--- src/rtl/crop_window_ctrl.sv ---
// ---------------------------------------------------------------------------
// crop_window_ctrl
//
// Purpose:
//   Owns the crop-window coordinates (start/end x/y) that drive the
//   downstream crop stage. Window updates arrive over a valid/ready config
//   interface, are range-checked, parked in a one-deep pending slot and
//   committed only on the rising edge of the frame sync, so the crop stage
//   never sees a window change in the middle of a frame.
//
// Optional feature (macro CROP_PAN_EN):
//   When defined, the window can auto-pan by a fixed step every frame,
//   bouncing off the frame edges. When undefined, pan_en / pan_step_x /
//   pan_step_y are present on the port list but ignored.
//
// Ports:
//   clk, rst                  clock, synchronous active-high reset
//   vs_i                      frame sync from the video source (active high)
//   cfg_valid / cfg_ready     config request handshake
//   cfg_start_x/y, cfg_end_x/y requested window (start inclusive, end exclusive)
//   cfg_err                   one-cycle pulse when a request is rejected
//   pan_en, pan_step_x/y      auto-pan control (CROP_PAN_EN builds only)
//   start_x/y, end_x/y        active window (registered)
//   commit                    one-cycle pulse when the window registers change
// ---------------------------------------------------------------------------
module crop_window_ctrl #(
  parameter logic [11:0] H_DISP  = 12'd1280,
  parameter logic [11:0] V_DISP  = 12'd720,
  parameter int          X_WIDTH = 11,
  parameter int          Y_WIDTH = 11
) (
  input  logic               clk,
  input  logic               rst,
  input  logic               vs_i,
  input  logic               cfg_valid,
  output logic               cfg_ready,
  input  logic [X_WIDTH-1:0] cfg_start_x,
  input  logic [Y_WIDTH-1:0] cfg_start_y,
  input  logic [X_WIDTH-1:0] cfg_end_x,
  input  logic [Y_WIDTH-1:0] cfg_end_y,
  output logic               cfg_err,
  input  logic               pan_en,
  input  logic [7:0]         pan_step_x,
  input  logic [7:0]         pan_step_y,
  output logic [X_WIDTH-1:0] start_x,
  output logic [Y_WIDTH-1:0] start_y,
  output logic [X_WIDTH-1:0] end_x,
  output logic [Y_WIDTH-1:0] end_y,
  output logic               commit
);

  typedef enum logic {IDLE = 1'b0, PEND = 1'b1} state_t;

  state_t             r_state;
  state_t             w_nextState;
  logic               r_vsD;
  logic               w_vsRise;
  logic               r_cfgReady;
  logic               r_cfgErr;
  logic               r_commit;
  logic [X_WIDTH-1:0] r_startX, r_endX, r_pendSx, r_pendEx;
  logic [Y_WIDTH-1:0] r_startY, r_endY, r_pendSy, r_pendEy;
  logic               w_xfer;
  logic               w_legal;
  logic               w_accept;
  logic               w_doCommit;

  // A held-high vs_i yields a single event because only the 0->1 transition counts.
  assign w_vsRise = vs_i & ~r_vsD;

  // State register.
  always_ff @(posedge clk) begin
    if (rst) r_state <= IDLE;
    else     r_state <= w_nextState;
  end

  // Next-state logic: a legal handshake parks a config, the next frame boundary commits it.
  always_comb begin
    w_nextState = r_state;
    case (r_state)
      IDLE:    if (w_accept) w_nextState = PEND;
      PEND:    if (w_vsRise) w_nextState = IDLE;
      default: w_nextState = IDLE;
    endcase
  end

  // Output/decode logic: handshake, range check (zero-extended to 12 bits), commit strobe.
  always_comb begin
    w_xfer     = cfg_valid & r_cfgReady;
    w_legal    = (12'(cfg_start_x) < 12'(cfg_end_x)) && (12'(cfg_end_x) <= H_DISP) &&
                 (12'(cfg_start_y) < 12'(cfg_end_y)) && (12'(cfg_end_y) <= V_DISP);
    w_accept   = w_xfer & w_legal;
    w_doCommit = w_vsRise & (r_state == PEND);
  end

`ifdef CROP_PAN_EN
  // Pan direction per axis: 0 = positive, 1 = negative.
  logic               r_dirX, r_dirY;
  logic [12:0]        w_sx13, w_ex13, w_wx13, w_stX13, w_nSx13, w_nEx13;
  logic [12:0]        w_sy13, w_ey13, w_wy13, w_stY13, w_nSy13, w_nEy13;
  logic               w_nDirX, w_nDirY;
  logic [X_WIDTH-1:0] w_panSx, w_panEx;
  logic [Y_WIDTH-1:0] w_panSy, w_panEy;
  logic               w_doPan;
  logic               w_panChange;

  // Bounce-pan computation in 13 bits so end+step can never wrap; width/height are preserved.
  always_comb begin
    w_sx13  = 13'(r_startX);
    w_ex13  = 13'(r_endX);
    w_wx13  = w_ex13 - w_sx13;
    w_stX13 = 13'(pan_step_x);
    w_nSx13 = w_sx13;
    w_nEx13 = w_ex13;
    w_nDirX = r_dirX;
    if (!r_dirX) begin
      if (w_ex13 + w_stX13 > 13'(H_DISP)) begin
        w_nEx13 = 13'(H_DISP);
        w_nSx13 = 13'(H_DISP) - w_wx13;
        w_nDirX = 1'b1;
      end else begin
        w_nSx13 = w_sx13 + w_stX13;
        w_nEx13 = w_ex13 + w_stX13;
      end
    end else begin
      if (w_sx13 < w_stX13) begin
        w_nSx13 = 13'd0;
        w_nEx13 = w_wx13;
        w_nDirX = 1'b0;
      end else begin
        w_nSx13 = w_sx13 - w_stX13;
        w_nEx13 = w_ex13 - w_stX13;
      end
    end

    w_sy13  = 13'(r_startY);
    w_ey13  = 13'(r_endY);
    w_wy13  = w_ey13 - w_sy13;
    w_stY13 = 13'(pan_step_y);
    w_nSy13 = w_sy13;
    w_nEy13 = w_ey13;
    w_nDirY = r_dirY;
    if (!r_dirY) begin
      if (w_ey13 + w_stY13 > 13'(V_DISP)) begin
        w_nEy13 = 13'(V_DISP);
        w_nSy13 = 13'(V_DISP) - w_wy13;
        w_nDirY = 1'b1;
      end else begin
        w_nSy13 = w_sy13 + w_stY13;
        w_nEy13 = w_ey13 + w_stY13;
      end
    end else begin
      if (w_sy13 < w_stY13) begin
        w_nSy13 = 13'd0;
        w_nEy13 = w_wy13;
        w_nDirY = 1'b0;
      end else begin
        w_nSy13 = w_sy13 - w_stY13;
        w_nEy13 = w_ey13 - w_stY13;
      end
    end

    w_panSx     = X_WIDTH'(w_nSx13);
    w_panEx     = X_WIDTH'(w_nEx13);
    w_panSy     = Y_WIDTH'(w_nSy13);
    w_panEy     = Y_WIDTH'(w_nEy13);
    w_doPan     = w_vsRise & (r_state == IDLE) & pan_en;
    w_panChange = (w_panSx != r_startX) || (w_panEx != r_endX) ||
                  (w_panSy != r_startY) || (w_panEy != r_endY);
  end
`else
  // Pan controls exist on the port list in every build but do nothing here.
  logic w_unusedPan;
  assign w_unusedPan = ^{pan_en, pan_step_x, pan_step_y};
`endif

  // Datapath registers: pending slot, active window, status pulses.
  always_ff @(posedge clk) begin
    if (rst) begin
      r_vsD      <= 1'b0;
      r_cfgReady <= 1'b1;
      r_cfgErr   <= 1'b0;
      r_commit   <= 1'b0;
      r_startX   <= '0;
      r_startY   <= '0;
      r_endX     <= X_WIDTH'(H_DISP);
      r_endY     <= Y_WIDTH'(V_DISP);
      r_pendSx   <= '0;
      r_pendSy   <= '0;
      r_pendEx   <= '0;
      r_pendEy   <= '0;
`ifdef CROP_PAN_EN
      r_dirX     <= 1'b0;
      r_dirY     <= 1'b0;
`endif
    end else begin
      r_vsD      <= vs_i;
      r_cfgReady <= (w_nextState == IDLE);
      r_cfgErr   <= w_xfer & ~w_legal;
      r_commit   <= 1'b0;
      if (w_accept) begin
        r_pendSx <= cfg_start_x;
        r_pendSy <= cfg_start_y;
        r_pendEx <= cfg_end_x;
        r_pendEy <= cfg_end_y;
      end
      // A pending commit always wins over pan on the same frame boundary.
      if (w_doCommit) begin
        r_startX <= r_pendSx;
        r_startY <= r_pendSy;
        r_endX   <= r_pendEx;
        r_endY   <= r_pendEy;
        r_commit <= 1'b1;
`ifdef CROP_PAN_EN
        r_dirX   <= 1'b0;
        r_dirY   <= 1'b0;
`endif
      end
`ifdef CROP_PAN_EN
      else if (w_doPan) begin
        r_startX <= w_panSx;
        r_startY <= w_panSy;
        r_endX   <= w_panEx;
        r_endY   <= w_panEy;
        r_dirX   <= w_nDirX;
        r_dirY   <= w_nDirY;
        r_commit <= w_panChange;
      end
`endif
    end
  end

  assign cfg_ready = r_cfgReady;
  assign cfg_err   = r_cfgErr;
  assign commit    = r_commit;
  assign start_x   = r_startX;
  assign start_y   = r_startY;
  assign end_x     = r_endX;
  assign end_y     = r_endY;

endmodule

--- config.mk ---
export PLATFORM = sky130hd
export DESIGN_NAME = crop_window_ctrl
export DESIGN_NICKNAME = d
export VERILOG_FILES = /design/src/rtl/crop_window_ctrl.sv
export SDC_FILE = /design/constraint.sdc
export NUM_CORES = 1
export LEC_CHECK = 0
export ABC_CLOCK_PERIOD_IN_PS = 5300
export CORE_AREA = 2 2 102 104
export DETAILED_ROUTE_END_ITERATION = 6
export DIE_AREA = 0 0 104 106
export PLACE_DENSITY = 0.67
export RECOVER_POWER = 100
export SKIP_CTS_REPAIR_TIMING = 1
export SYNTH_ARGS = -nofsm -noshare
export SYNTH_HDL_FRONTEND = slang
export SYNTH_SLANG_ARGS = --single-unit
--- constraint.sdc ---
create_clock -name clk -period 5.3 [get_ports clk]
set_input_delay 1.06 -clock clk [delete_from_list [all_inputs] [get_ports clk]]
set_output_delay 1.06 -clock clk [all_outputs]
set_load 0.03 [all_outputs]
==> reports/results.ini <==
[route]
first_pass_iters = 4
vias_per_cell = 5.114
drt_iter0_markers = 174
drc = 0
ant_nets = 0
wire_per_inst_um = 14.52
drt_wl_total_mm = 9.203
vias = 3242

[cts]
cts_buffers = 9
cts.sinks = 93
clk_latency_ps = 350
cts_tree = done
cts_buffer_depth = 2
htreeDepth = 3
cts_root_buf = clkbuf_8
clk_pin_slew_ps = 80

[critical_path]
cp-end-kind = flip-flop
path_class = input port to flip-flop
cp_max_fo = 48
critPathLaunchType = input port
critPathArrivalTime_ps = 4080
cp_data_required_time_ps = 5530

[timing]
timing_hold_violations_final = 0
slew_headroom_pct = -51.12
setup_viol = 0
setup_tns_ps = 0
tightestPinTransition_ps = 2267
min_period_ps = 3849
finalCritPeriodShare_pct = 72.62
slew_violations = 90
max_freq_mhz = 259.8
rsz0062_at_grt = no
fin_skew_ps = 11.14

[logic_synthesis]
yosys-top-cells-count = 93 x dfxtp_1, 51 x a21oi_1, 47 x o21ai_0
synth_top_area_share_pct = 49.11
yosysSeqAreaShare_pct = 49.11
synth_cell_types = 30
yosysMostFrequentCell = dfxtp_1
synth-async-reset-ratio_pct = 0
synth-main-ff-cell = dfxtp_1
synth_top_area_cell = dfxtp_1
netlist_instances = 415
synthTopCellsByArea = dfxtp_1 49%, a22o_1 8.8%, or3_1 7.1%
avgSynthCellArea_um2 = 9.135
synth_nets = 500
synth_area_um2 = 3791
synth_edf_count = 0
ys_ff_latch = 93
yosysWarnings = 0

[placement]
dpl.hpwl_mm = 6.446
place_congestion = 0.8651
io_buffers = 94

[grt]
grt_max_degree = 89
grt_pass1_vias = 3051
overflow = 0
grt_first_pass_wirelength_mm = 14.78
grt_usage_pct = 16.65
antenna_found_initial = 1

[die]
core_um2 = 10000
start_util_pct = 37.91
num_io_pins = 112
num_rows = 37
dieHeight_um = 106
die_area_um2 = 11020
fp.dieW_um = 104

[pwr]
vdd_drop_max_uv = 159.1
power.density_nw_per_um2 = 263.8
power_mw = 1.319
p_leak_nw = 2.055

[run_status]
status = finished with violations
violations = capacitance limit, slew limit

[layout]
area_growth_pct = 31.88
nets = 578
drive_gt1_share_pct = 4.225
n_fill_cell = 992

[hold_path]
hold_path.class = flip-flop to flip-flop

[run]
max_cap_viol_count = 2

==> state kept, by name, summed over array words and instances (netlist names) <==
signal	count
cfg_err	1
r_pendEx	11
start_y	11
r_pendSx	11
r_pendSy	11
start_x	11
r_vsD	1
end_y	11
r_state	1
end_x	11
cfg_ready	1
commit	1
r_pendEy	11
==> layout by cell type (no fill, tap or decap), drive strengths merged, types with 2 or more instances in the layout <==
| cell type | netlist | routed |
|---|---|---|
| nor4 | 3 | 3 |
| a22o | 38 | 38 |
| buf | 4 | 3 |
| nor2b | 4 | 4 |
| dlygate4sd3 | 0 | 48 |
| o22a | 6 | 6 |
| clkdlybuf4s50 | 0 | 45 |
| ha | 20 | 20 |
| nand2 | 13 | 13 |
| dfxtp | 93 | 93 |
| nor3b | 2 | 2 |
| nor3 | 3 | 3 |
| inv | 45 | 46 |
| o21ai | 47 | 47 |
| a21oi | 51 | 51 |
| nor2 | 3 | 3 |
| clkinv | 0 | 2 |
| a31oi | 2 | 2 |
| clkbuf | 27 | 12 |
| or3 | 43 | 43 |
| nand4 | 2 | 2 |
==> per-stage QoR <==
| step | instances | hold WS, ps | utilization, % | area (um2) | setup slack, ps |
|---|---|---|---|---|---|
| floorplan | 415 | 429.9 | - | 3791 | 2479 |
| global placement | 618 | 440.0 | 48.19 | 4818 | 1739 |
| detailed placement | 618 | 443.7 | 48.19 | 4818 | 1669 |
| CTS | 633 | 464.4 | 50.16 | 5016 | 2016 |
| global route | 634 | 475.6 | 50.00 | 5000 | 1158 |
| finish | 634 | 463.5 | 50.00 | 5000 | 1451 |
==> worst paths after layout <==
check | start | end | slack, ps | cells past startpoint
hold / removal | r_pendEy[9] | end_y[9] | 460 | 1
hold reg to reg | r_pendEy[9] | end_y[9] | 460 | 1
setup reg to reg | r_state | cfg_ready | 3010 | 3
setup / recovery | rst | end_x[2] | 1450 | 3
==> logic make-up after synthesis <==
group | share of synthesized area (%)
AO/OA/AOI/OAI | 25.31
flip-flops | 49.11
buffers and inverters | 7.690
AND/OR/NAND/NOR | 11.29
adder cells (fa/ha/maj) | 6.601
==> where the power goes <==
group	internal [mW]	switching (mW)	leakage (nW)
clock network	0.230	0.242	0.0987
registers	0.707	0.00376	0.751
logic	0.0585	0.0778	1.21
total	0.996	0.323	2.05
==> layer usage <==
metal / wire length [um] / part of all wire (%) / global-route usage [%] / up-vias
met4: 248 / 2.7 / 7.819 / 0
met1: 4222 / 46 / 21.63 / 1500
met5: 0 / 0 / 0 / -
met3: 422 / 4.6 / 3.311 / 20
li1: - / - / - / 1635
met2: 4310 / 47 / 26.69 / 87
==> area by class of cell <==
type	count	area, um2	share of cell area, %
clock inverter	5	60.06	1.201
antenna	1	2.502	0.05005
multi-input combinational	246	1638	32.76
sequential	93	1862	37.24
tap	136	170.2	3.403
inverter	45	168.9	3.378
clock buffer	10	137.6	2.753
timing repair buffer	98	960.9	19.22
==> critical path: stages <==
cell and delay [ps]:
clkbuf_1 1590, a21oi_2 910, a22o_1 500
(Power assumes the default switching activity.)
